==> src/rtl/adc_pkg.sv <==
// Shared ADC constants, framer state encoding and offset-binary conversion used by the
// sample framer and the command sequencer.
package adc_pkg;

  localparam int ADC_DATA_W = 12;
  localparam int ADC_CH_W   = 5;

  typedef enum logic [1:0] {
    ST_FILL,
    ST_IDLE,
    ST_EMIT
  } framer_state_e;

  // Flip the code MSB, then sign-extend from that bit: 0 -> most negative, mid-scale -> 0.
  function automatic logic [31:0] offset_to_signed(input logic [31:0] code, input int data_w);
    logic [31:0] mask;
    logic [31:0] msb;
    logic [31:0] flipped;
    mask    = (32'd1 << data_w) - 32'd1;
    msb     = 32'd1 << (data_w - 1);
    flipped = (code & mask) ^ msb;
    if ((flipped & msb) != 32'd0) begin
      offset_to_signed = flipped | ~mask;
    end else begin
      offset_to_signed = flipped;
    end
  endfunction

endpackage

==> src/rtl/sdp_ram.sv <==
// Simple dual-port RAM with a registered, enable-gated read port (holds its output
// while no read is issued), shaped to map onto a single block RAM.
module sdp_ram #(
  parameter int DEPTH = 128,
  parameter int WIDTH = 16,
  parameter int AW    = $clog2(DEPTH)
) (
  input  logic             i_clk,
  input  logic             i_wr_en,
  input  logic [AW-1:0]    i_wr_addr,
  input  logic [WIDTH-1:0] i_wr_data,
  input  logic             i_rd_en,
  input  logic [AW-1:0]    i_rd_addr,
  output logic [WIDTH-1:0] o_rd_data
);

  logic [WIDTH-1:0] r_mem [DEPTH];

  always_ff @(posedge i_clk) begin
    if (i_wr_en) begin
      r_mem[i_wr_addr] <= i_wr_data;
    end
    if (i_rd_en) begin
      o_rd_data <= r_mem[i_rd_addr];
    end
  end

endmodule

==> src/rtl/adc_sample_framer.sv <==
// Selects one ADC channel, converts to signed samples, buffers them in a circular RAM
// and streams overlapping WINDOW_LEN-sample windows every HOP samples.
module adc_sample_framer
  import adc_pkg::*;
#(
  parameter int DATA_W     = ADC_DATA_W,
  parameter int CH_W       = ADC_CH_W,
  parameter int CHANNEL    = 1,
  parameter int OUT_W      = 16,
  parameter int WINDOW_LEN = 64,
  parameter int HOP        = 32,
  parameter int BUF_DEPTH  = 128
) (
  input  logic              clk,
  input  logic              reset_n,
  input  logic              enable,
  input  logic              adc_valid,
  input  logic [CH_W-1:0]   adc_channel,
  input  logic [DATA_W-1:0] adc_data,
  output logic              out_valid,
  input  logic              out_ready,
  output logic [OUT_W-1:0]  out_data,
  output logic              out_sop,
  output logic              out_eop,
  output logic              overrun,
  input  logic              clear_overrun
);

  localparam int AW = $clog2(BUF_DEPTH);
  localparam int PW = AW + 1;
  localparam int CW = $clog2(WINDOW_LEN + 1);

  framer_state_e    r_state;
  logic [PW-1:0]    r_wr_ptr;
  logic [PW-1:0]    r_win_base;
  logic [PW-1:0]    r_pend_base;
  logic             r_pend_vld;
  logic [CW-1:0]    r_cnt;
  logic [AW-1:0]    r_rd_ptr;
  logic [CW-1:0]    r_rd_left;
  logic             r_q_vld;
  logic             r_q_sop;
  logic             r_q_eop;
  logic             r_out_valid;
  logic [OUT_W-1:0] r_out_data;
  logic             r_out_sop;
  logic             r_out_eop;
  logic             r_overrun;

  logic [OUT_W-1:0] w_sample;
  logic [OUT_W-1:0] w_ram_q;
  logic             w_accept;
  logic             w_full;
  logic             w_store;
  logic             w_drop;
  logic [PW-1:0]    w_wr_next;
  logic [PW-1:0]    w_trig_base;
  logic [PW-1:0]    w_start_base;
  logic             w_trig;
  logic             w_trig_lost;
  logic             w_out_fire;
  logic             w_eop_fire;
  logic             w_q_take;
  logic             w_rd_en;
  logic             w_start;

  assign w_sample    = OUT_W'(offset_to_signed(32'(adc_data), DATA_W));
  assign w_accept    = adc_valid & enable & (adc_channel == CH_W'(CHANNEL));
  // Pointers carry one extra bit so a completely full buffer is distinguishable from empty.
  assign w_full      = (r_state == ST_EMIT) && ((r_wr_ptr - r_win_base) == PW'(BUF_DEPTH));
  assign w_store     = w_accept & ~w_full;
  assign w_drop      = w_accept & w_full;
  assign w_wr_next   = r_wr_ptr + 1'b1;
  assign w_trig_base = w_wr_next - PW'(WINDOW_LEN);
  assign w_trig      = w_store && ((r_state == ST_FILL) ? (r_cnt == CW'(WINDOW_LEN - 1))
                                                        : (r_cnt == CW'(HOP - 1)));
  assign w_out_fire  = r_out_valid & out_ready;
  assign w_eop_fire  = w_out_fire & r_out_eop;
  assign w_trig_lost = (r_state == ST_EMIT) & w_trig & ~w_eop_fire & r_pend_vld;
  assign w_start     = ((r_state != ST_EMIT) && w_trig) ||
                       ((r_state == ST_EMIT) && w_eop_fire && (r_pend_vld || w_trig));
  assign w_start_base = ((r_state == ST_EMIT) && r_pend_vld) ? r_pend_base : w_trig_base;
  // The RAM output register acts as a second pipeline stage so stalls never lose a beat.
  assign w_q_take    = r_q_vld & (~r_out_valid | out_ready);
  assign w_rd_en     = (r_rd_left != '0) & (~r_q_vld | w_q_take);

  sdp_ram #(
    .DEPTH (BUF_DEPTH),
    .WIDTH (OUT_W),
    .AW    (AW)
  ) u_ram (
    .i_clk     (clk),
    .i_wr_en   (w_store),
    .i_wr_addr (r_wr_ptr[AW-1:0]),
    .i_wr_data (w_sample),
    .i_rd_en   (w_rd_en),
    .i_rd_addr (r_rd_ptr),
    .o_rd_data (w_ram_q)
  );

  always_ff @(posedge clk) begin
    if (!reset_n) begin
      r_state     <= ST_FILL;
      r_wr_ptr    <= '0;
      r_win_base  <= '0;
      r_pend_base <= '0;
      r_pend_vld  <= 1'b0;
      r_cnt       <= '0;
      r_rd_ptr    <= '0;
      r_rd_left   <= '0;
      r_q_vld     <= 1'b0;
      r_q_sop     <= 1'b0;
      r_q_eop     <= 1'b0;
      r_out_valid <= 1'b0;
      r_out_data  <= '0;
      r_out_sop   <= 1'b0;
      r_out_eop   <= 1'b0;
      r_overrun   <= 1'b0;
    end else begin
      if (w_store) begin
        r_wr_ptr <= w_wr_next;
        r_cnt    <= w_trig ? '0 : r_cnt + 1'b1;
      end

      if (w_rd_en) begin
        r_rd_ptr  <= r_rd_ptr + 1'b1;
        r_rd_left <= r_rd_left - 1'b1;
        r_q_sop   <= (r_rd_left == CW'(WINDOW_LEN));
        r_q_eop   <= (r_rd_left == CW'(1));
        r_q_vld   <= 1'b1;
      end else if (w_q_take) begin
        r_q_vld <= 1'b0;
      end

      if (w_start) begin
        r_state    <= ST_EMIT;
        r_win_base <= w_start_base;
        r_rd_ptr   <= w_start_base[AW-1:0];
        r_rd_left  <= CW'(WINDOW_LEN);
      end else if (w_eop_fire) begin
        r_state <= ST_IDLE;
      end

      // A trigger arriving as the pending window launches refills the slot in the same cycle.
      if ((r_state == ST_EMIT) && w_trig && !w_eop_fire) begin
        if (!r_pend_vld) begin
          r_pend_vld  <= 1'b1;
          r_pend_base <= w_trig_base;
        end
      end else if ((r_state == ST_EMIT) && w_eop_fire && r_pend_vld) begin
        if (w_trig) begin
          r_pend_base <= w_trig_base;
        end else begin
          r_pend_vld <= 1'b0;
        end
      end

      r_overrun <= (r_overrun & ~clear_overrun) | w_drop | w_trig_lost;

      if (w_q_take) begin
        r_out_valid <= 1'b1;
        r_out_data  <= w_ram_q;
        r_out_sop   <= r_q_sop;
        r_out_eop   <= r_q_eop;
      end else if (w_out_fire) begin
        r_out_valid <= 1'b0;
        r_out_sop   <= 1'b0;
        r_out_eop   <= 1'b0;
      end
    end
  end

  assign out_valid = r_out_valid;
  assign out_data  = r_out_data;
  assign out_sop   = r_out_sop;
  assign out_eop   = r_out_eop;
  assign overrun   = r_overrun;

endmodule

==> config.mk <==
export PLATFORM = sky130hd
export DESIGN_NAME = adc_sample_framer
export DESIGN_NICKNAME = d
export VERILOG_FILES = /design/src/rtl/adc_pkg.sv /design/src/rtl/sdp_ram.sv /design/src/rtl/adc_sample_framer.sv
export SDC_FILE = /design/constraint.sdc
export NUM_CORES = 2
export LEC_CHECK = 0
export ABC_CLOCK_PERIOD_IN_PS = 16000
export BUFFER_PORTS_ARGS = -buffer_cell sky130_fd_sc_hd__buf_2
export CORE_MARGIN = 4
export CORE_UTILIZATION = 40
export CTS_BUF_LIST = sky130_fd_sc_hd__clkbuf_4 sky130_fd_sc_hd__clkbuf_8
export DETAILED_ROUTE_END_ITERATION = 7
export GPL_ROUTABILITY_DRIVEN = 0
export HOLD_SLACK_MARGIN = 0.06
export RECOVER_POWER = 100
export REMOVE_ABC_BUFFERS = 1
export SYNTH_ARGS = -nofsm -noshare
export SYNTH_HDL_FRONTEND = slang
export SYNTH_HIERARCHICAL = 1
export SYNTH_SLANG_ARGS = --single-unit
==> constraint.sdc <==
create_clock -name clk -period 16 [get_ports clk]
set_clock_uncertainty 0.05 [all_clocks]
set_input_delay 2.4 -clock clk [delete_from_list [all_inputs] [get_ports clk]]
set_output_delay 2.4 -clock clk [all_outputs]
set_load 0.1 [all_outputs]
# Word-level counts from Yosys, hierarchy flattened
# Memories as Yosys holds them, arrays and structs flattened. A register that Yosys moved wholly into a read port is not among the register bits.
# Index checks and enable logic that the tools add are counted.
# W data, S select, Z words.
# classes
n_addsub,6
eq_ne,10
n_mux,25
n_bitwise,23
n_reduce_logical,23
# op_table
op,count
$mux W8,5
$mux W7,5
$mux W16,1
$add A7 B1 Y7 const B,2
$and A1 B1 Y1,12
$mux W1,12
$reduce_bool A2 Y1,6
$logic_and A1 B1 Y1,9
$add A8 B1 Y8 const B,1
$eq A8 B8 Y1 const B,1
$sub A8 B7 Y8 const B,1
$sub A8 B8 Y8,1
$eq A7 B1 Y1 const B,1
$eq A7 B5 Y1 const B,1
$eq A7 B6 Y1 const B,1
$eq A7 B7 Y1 const B,1
$not A1 Y1,7
$reduce_bool A7 Y1,1
$sub A7 B1 Y7 const B,1
$eq A5 B1 Y1 const B,1
$mux W2,2
$ne A2 B2 Y1 const B,2
$or A1 B1 Y1,4
$reduce_and A3 Y1,1
7 further kinds,8
# totals
register_bits,71
ram_bits,2048
in_bits,23
out_inout_bits,20
word_cells,106
n_memories,1
# memory_table
memory,words,word_bits,read_ports,rd_clocked_by_memory_dff,wr,line_no,source
u_ram.r_mem,128,16,1,1,1,sdp_ram.sv:17,logic [WIDTH-1:0] r_mem [DEPTH];

# Longest topological paths before layout
# logic_depth
depth_word,10
ltp_mapped,14

# Modules after synthesis
# Netlist, hierarchy kept.
# modules_own_cells
mod,instances,cells_each,area_each_um2
sdp_ram,1,3086,78683.0
adc_sample_framer,1,438,3694.8

# Worst setup path after synthesis
# Ideal clock, no wire load.
# synth_timing
path_kind,input to register
startpoint,input port adc_data[11]
endpoint,"memory u_ram.r_mem[0][11], data pin"
arrival_time_ps,9230
slack_ps,5095
cell_stages,1
path_buffers,0
cell_sequence,inv_1
# synth_between
elab_chain_cells,2
# synth_lines
element,line_no,source
"start, declared",adc_sample_framer.sv:19,"input logic [DATA_W-1:0] adc_data,"
$not A1 Y1 (no source line),n/a,
$mux W16,adc_pkg.sv:22,if ((flipped & msb) != 32'd0) begin
"end, declared",sdp_ram.sv:17,
# Every way passes these cells.

# Worst setup path in the final report
# layout_timing
startpoint,input port adc_data[11]
endpoint,"memory u_ram.r_mem[9][15], data pin"
# layout_between
elab_chain_cells,1
# layout_lines
element,line_no
$mux W16,adc_pkg.sv:22
# Every way passes these cells.

==> key figures <==
Route
  – DRC errors left: 0
  – Detailed Route WL: 203,000 microns
  – Routed WL per cell: 29.9 microns
  – DR vias/cell: 5.71
  – Via Count: 38,700
  – Antenna-violating nets left: 0
  – Iteration-0 DRC Markers: 4,621
  – DRT Pass-1 Iters: 5

Setup path
  – Worst reg-to-reg setup slack: 6960 ps
  – Crit path DAT: 9720 ps
  – Critical Path Sink Type: flip-flop
  – Worst reg2reg path depth: 7
  – FF-to-FF End: u_ram/o_rd_data[13]
  – CP Class: input port to flip-flop
  – Worst Path Max Fanout: 156
  – CP Launch Type: input port
  – Critical Path RT: 16,550 ps
  – R2R Path Start: r_rd_ptr[0]

Hold path
  – Hold path startpoint: r_win_base[6]
  – Worst Hold Class: flip-flop to flip-flop
  – Hold Crit Depth: 2
  – WHS Endpoint: r_win_base[6]

Final layout
  – Layout area overhead: 11.9%
  – Design area: 92,200 sq um
  – Layout cells sized above 1: 30.4%
  – Nets: 3,886
  – Finished Core Util: 45.0%

Yosys
  – Number of flops mapped to enable cells by yosys: 2,064
  – Post-synthesis sequential area ratio: 77.0%
  – Top_reg_cell synth: edfxtp_1
  – Warning count from the yosys run: 6
  – Fraction of registers with async set/reset: 0%
  – Post-Synthesis Cells: 3,524
  – Yosys cell types: 62
  – Share of the synthesized area in the top cell type: 75.2%
  – Synth Cell Area: 82,400 sq um
  – Mean Syn Cell Area: 23.4 sq um
  – Top post-synthesis cells by area: edfxtp_1 75%, mux4_2 18%, dfxtp_1 1.7%, nor2_1 0.66%, clkbuf_1 0.45%
  – Post-synth top area cell: edfxtp_1
  – Flops & latches, synth: 2,135

STA
  – Min Hold Slack: 407 ps
  – Final Hold Viols: 0
  – Max Freq: 109 MHz
  – Slew headroom: -231%
  – Fin crit period: 9170 ps
  – Final setup vio count: 0
  – Slew Viols, Final: 2,546
  – RSZ-0062 raised after global routing: no
  – Period Utilization, post-route: 57.3%
  – Slew @ Worst Pin: 4970 ps

GRT
  – Remaining global-route overflow: 0
  – Vias in the first global route: 38,700
  – Largest net degree at the start of global routing: 157
  – Initial antenna violation count: 23
  – Global-route wire length before repair: 289,000 microns
  – GRT Total Usage: 19.1%

Placement
  – IO Port Bufs: 42
  – Dpl hpwl: 121,000 microns
  – Cell Area, Placed: 86,400 sq um

CTS
  – CTS tree: yes
  – Root Driver: clkbuf_8
  – Post-CTS Setup Bufs: 0
  – Hold-fix buffers at CTS: 0
  – CTS Buffer Depth: 4
  – Num CTS Buffers: 345
  – Clk Latency, worst-skew pair: 1050 ps
  – Clock sink count: 2,135
  – Gates resized, CTS repair: 0
  – Clock Pin Slew Worst Setup and Hold Paths: 60 ps
  – H-tree Lvls: 5

Floorplanning
  – # rows: 166
  – Boundary pin count: 43
  – Starting Density: 40.2%
  – Die Footprint: 213,000 sq um
  – Core Footprint: 205,000 sq um
  – Die height: 462 microns
  – Die Wd: 462 microns

Outcome
  – Run status: complete, but fails checks
  – Violated checks: max-capacitance violations, max-slew violations

Pwr
  – Maximum vdd ir drop: 0.166 mV
  – Lkg Pwr: 0.0274 uW
  – Power Density: 145 nW/um^2

Run
  – Max-cap violations: 78
## metal layers
metal	GRT usage, %	vias up	part of all wire (%)	routed length, microns
met5	0	-	0.027	55
met4	5.22	8	2.5	5090
met3	4.30	280	8.3	16900
met2	29.0	1738	47	95500
met1	27.9	21000	42	85400
li1	-	15700	-	-
## cells in the final DEF (no fill, tap or decap), types with 13 or more instances in the layout
cell      netlist  final
edfxtp_1     2064   2064
mux4_2        672    672
clkbuf_8        0    353
nor2_1        145    146
clkbuf_1       98    125
clkbuf_4        0    104
nand2_1        96     96
clkinv_1        0     88
dfxtp_1        71     65
a21oi_1        32     32
clkinv_2        0     28
buf_4           3     27
nand3_1        22     22
o21ai_0        15     18
nor3_1         19     18
mux2i_1        17     17
inv_1          18     16
mux2_2         16     16
xnor2_1        13     13
ha_1           13     13
## synth_stat cells (4+ instances only)
| cell | number |
|---|---|
| xnor2_1 | 13 |
| o21a_1 | 4 |
| buf_2 | 53 |
| nor2_1 | 145 |
| dfxtp_1 | 71 |
| nand3_1 | 22 |
| o31ai_1 | 4 |
| nor3_1 | 19 |
| inv_1 | 18 |
| and2_1 | 5 |
| o21ai_0 | 15 |
| xor2_1 | 8 |
| a21oi_1 | 32 |
| nand2b_1 | 10 |
| mux4_2 | 672 |
| or3_1 | 11 |
| and3_1 | 6 |
| buf_1 | 28 |
| o211ai_1 | 10 |
| nand4_1 | 11 |
| nor2b_1 | 10 |
| clkbuf_1 | 98 |
| ha_1 | 13 |
| edfxtp_1 | 2064 |
| mux2_2 | 16 |
| nand2_1 | 96 |
| mux2i_1 | 17 |
## area by class of cell
class	count	area, sq um
fillers	17100	113000
flip-flops and latches	2135	63400
multi-input cells	1186	18100
clock buffers	457	5640
well taps	2688	3360
clock inverters	132	845
repair buffers	164	792
inverters	18	68.8
diodes	4	10.0
## flip-flops by register name, summed over array words and instances, names as in the netlist, 2 cells and up
name,cells
u_ram/r_mem,2048
out_data,16
u_ram/o_rd_data,16
r_pend_base,8
r_win_base,8
r_wr_ptr,8
r_cnt,7
r_rd_left,7
r_rd_ptr,7
r_state,2
## worst max path at each step
stage | startpoint | to | slack (ps) | cells past startpoint
2_1_floorplan | r_rd_ptr[0] | u_ram/o_rd_data[0] | -6990 | 4
3_3_place_gp | adc_channel[3] | u_ram/r_mem[90][10] | 8890 | 8
3_5_place_dp | adc_channel[3] | u_ram/r_mem[90][7] | 8770 | 8
4_1_cts | adc_channel[3] | u_ram/r_mem[90][15] | 9860 | 8
5_1_grt | r_rd_ptr[0] | u_ram/o_rd_data[13] | 5800 | 7
6_report | adc_data[11] | u_ram/r_mem[9][15] | 6830 | 5
## metrics by stage
stage                     setup TNS, ps  total power (uW)  instances  worst slack [ps]
after floorplan                 -153810              9510       3339             -6990
after global placement                0              9030       6191              8890
after detailed placement              0              9040       6191              8770
after CTS                             0             13500       6780              9860
after global routing                  0             13900       6781              5800
final                                 0             13400       6784              6830
## power by group
part / switching (uW) / internal, uW
Combinational: 1450 / 1170
Clock: 2050 / 2460
Sequential: 74.9 / 6200
## critical path, cell delays in order
cell,delay (ps)
clkbuf_1,140
clkinvlp_2,3490
clkbuf_1,2040
buf_4,880
buf_4,550
## kinds of logic (layout without fill, tap and decap cells)
group                      after synthesis  count (layout)  share of synthesized area (%)
DFF                                   2135            2135                           77.0
muxes                                  705             705                           18.8
and+or+nand+nor                        351             351                           1.93
buffers and inverters                  203             771                           1.05
AOI/OAI and AO/OA                       95              95                          0.810
xor gates and xnor gates                22              22                          0.257
adders and majority gates               13              13                          0.197
other                                    0               4                              0
Power figures use the tool's default switching activity.
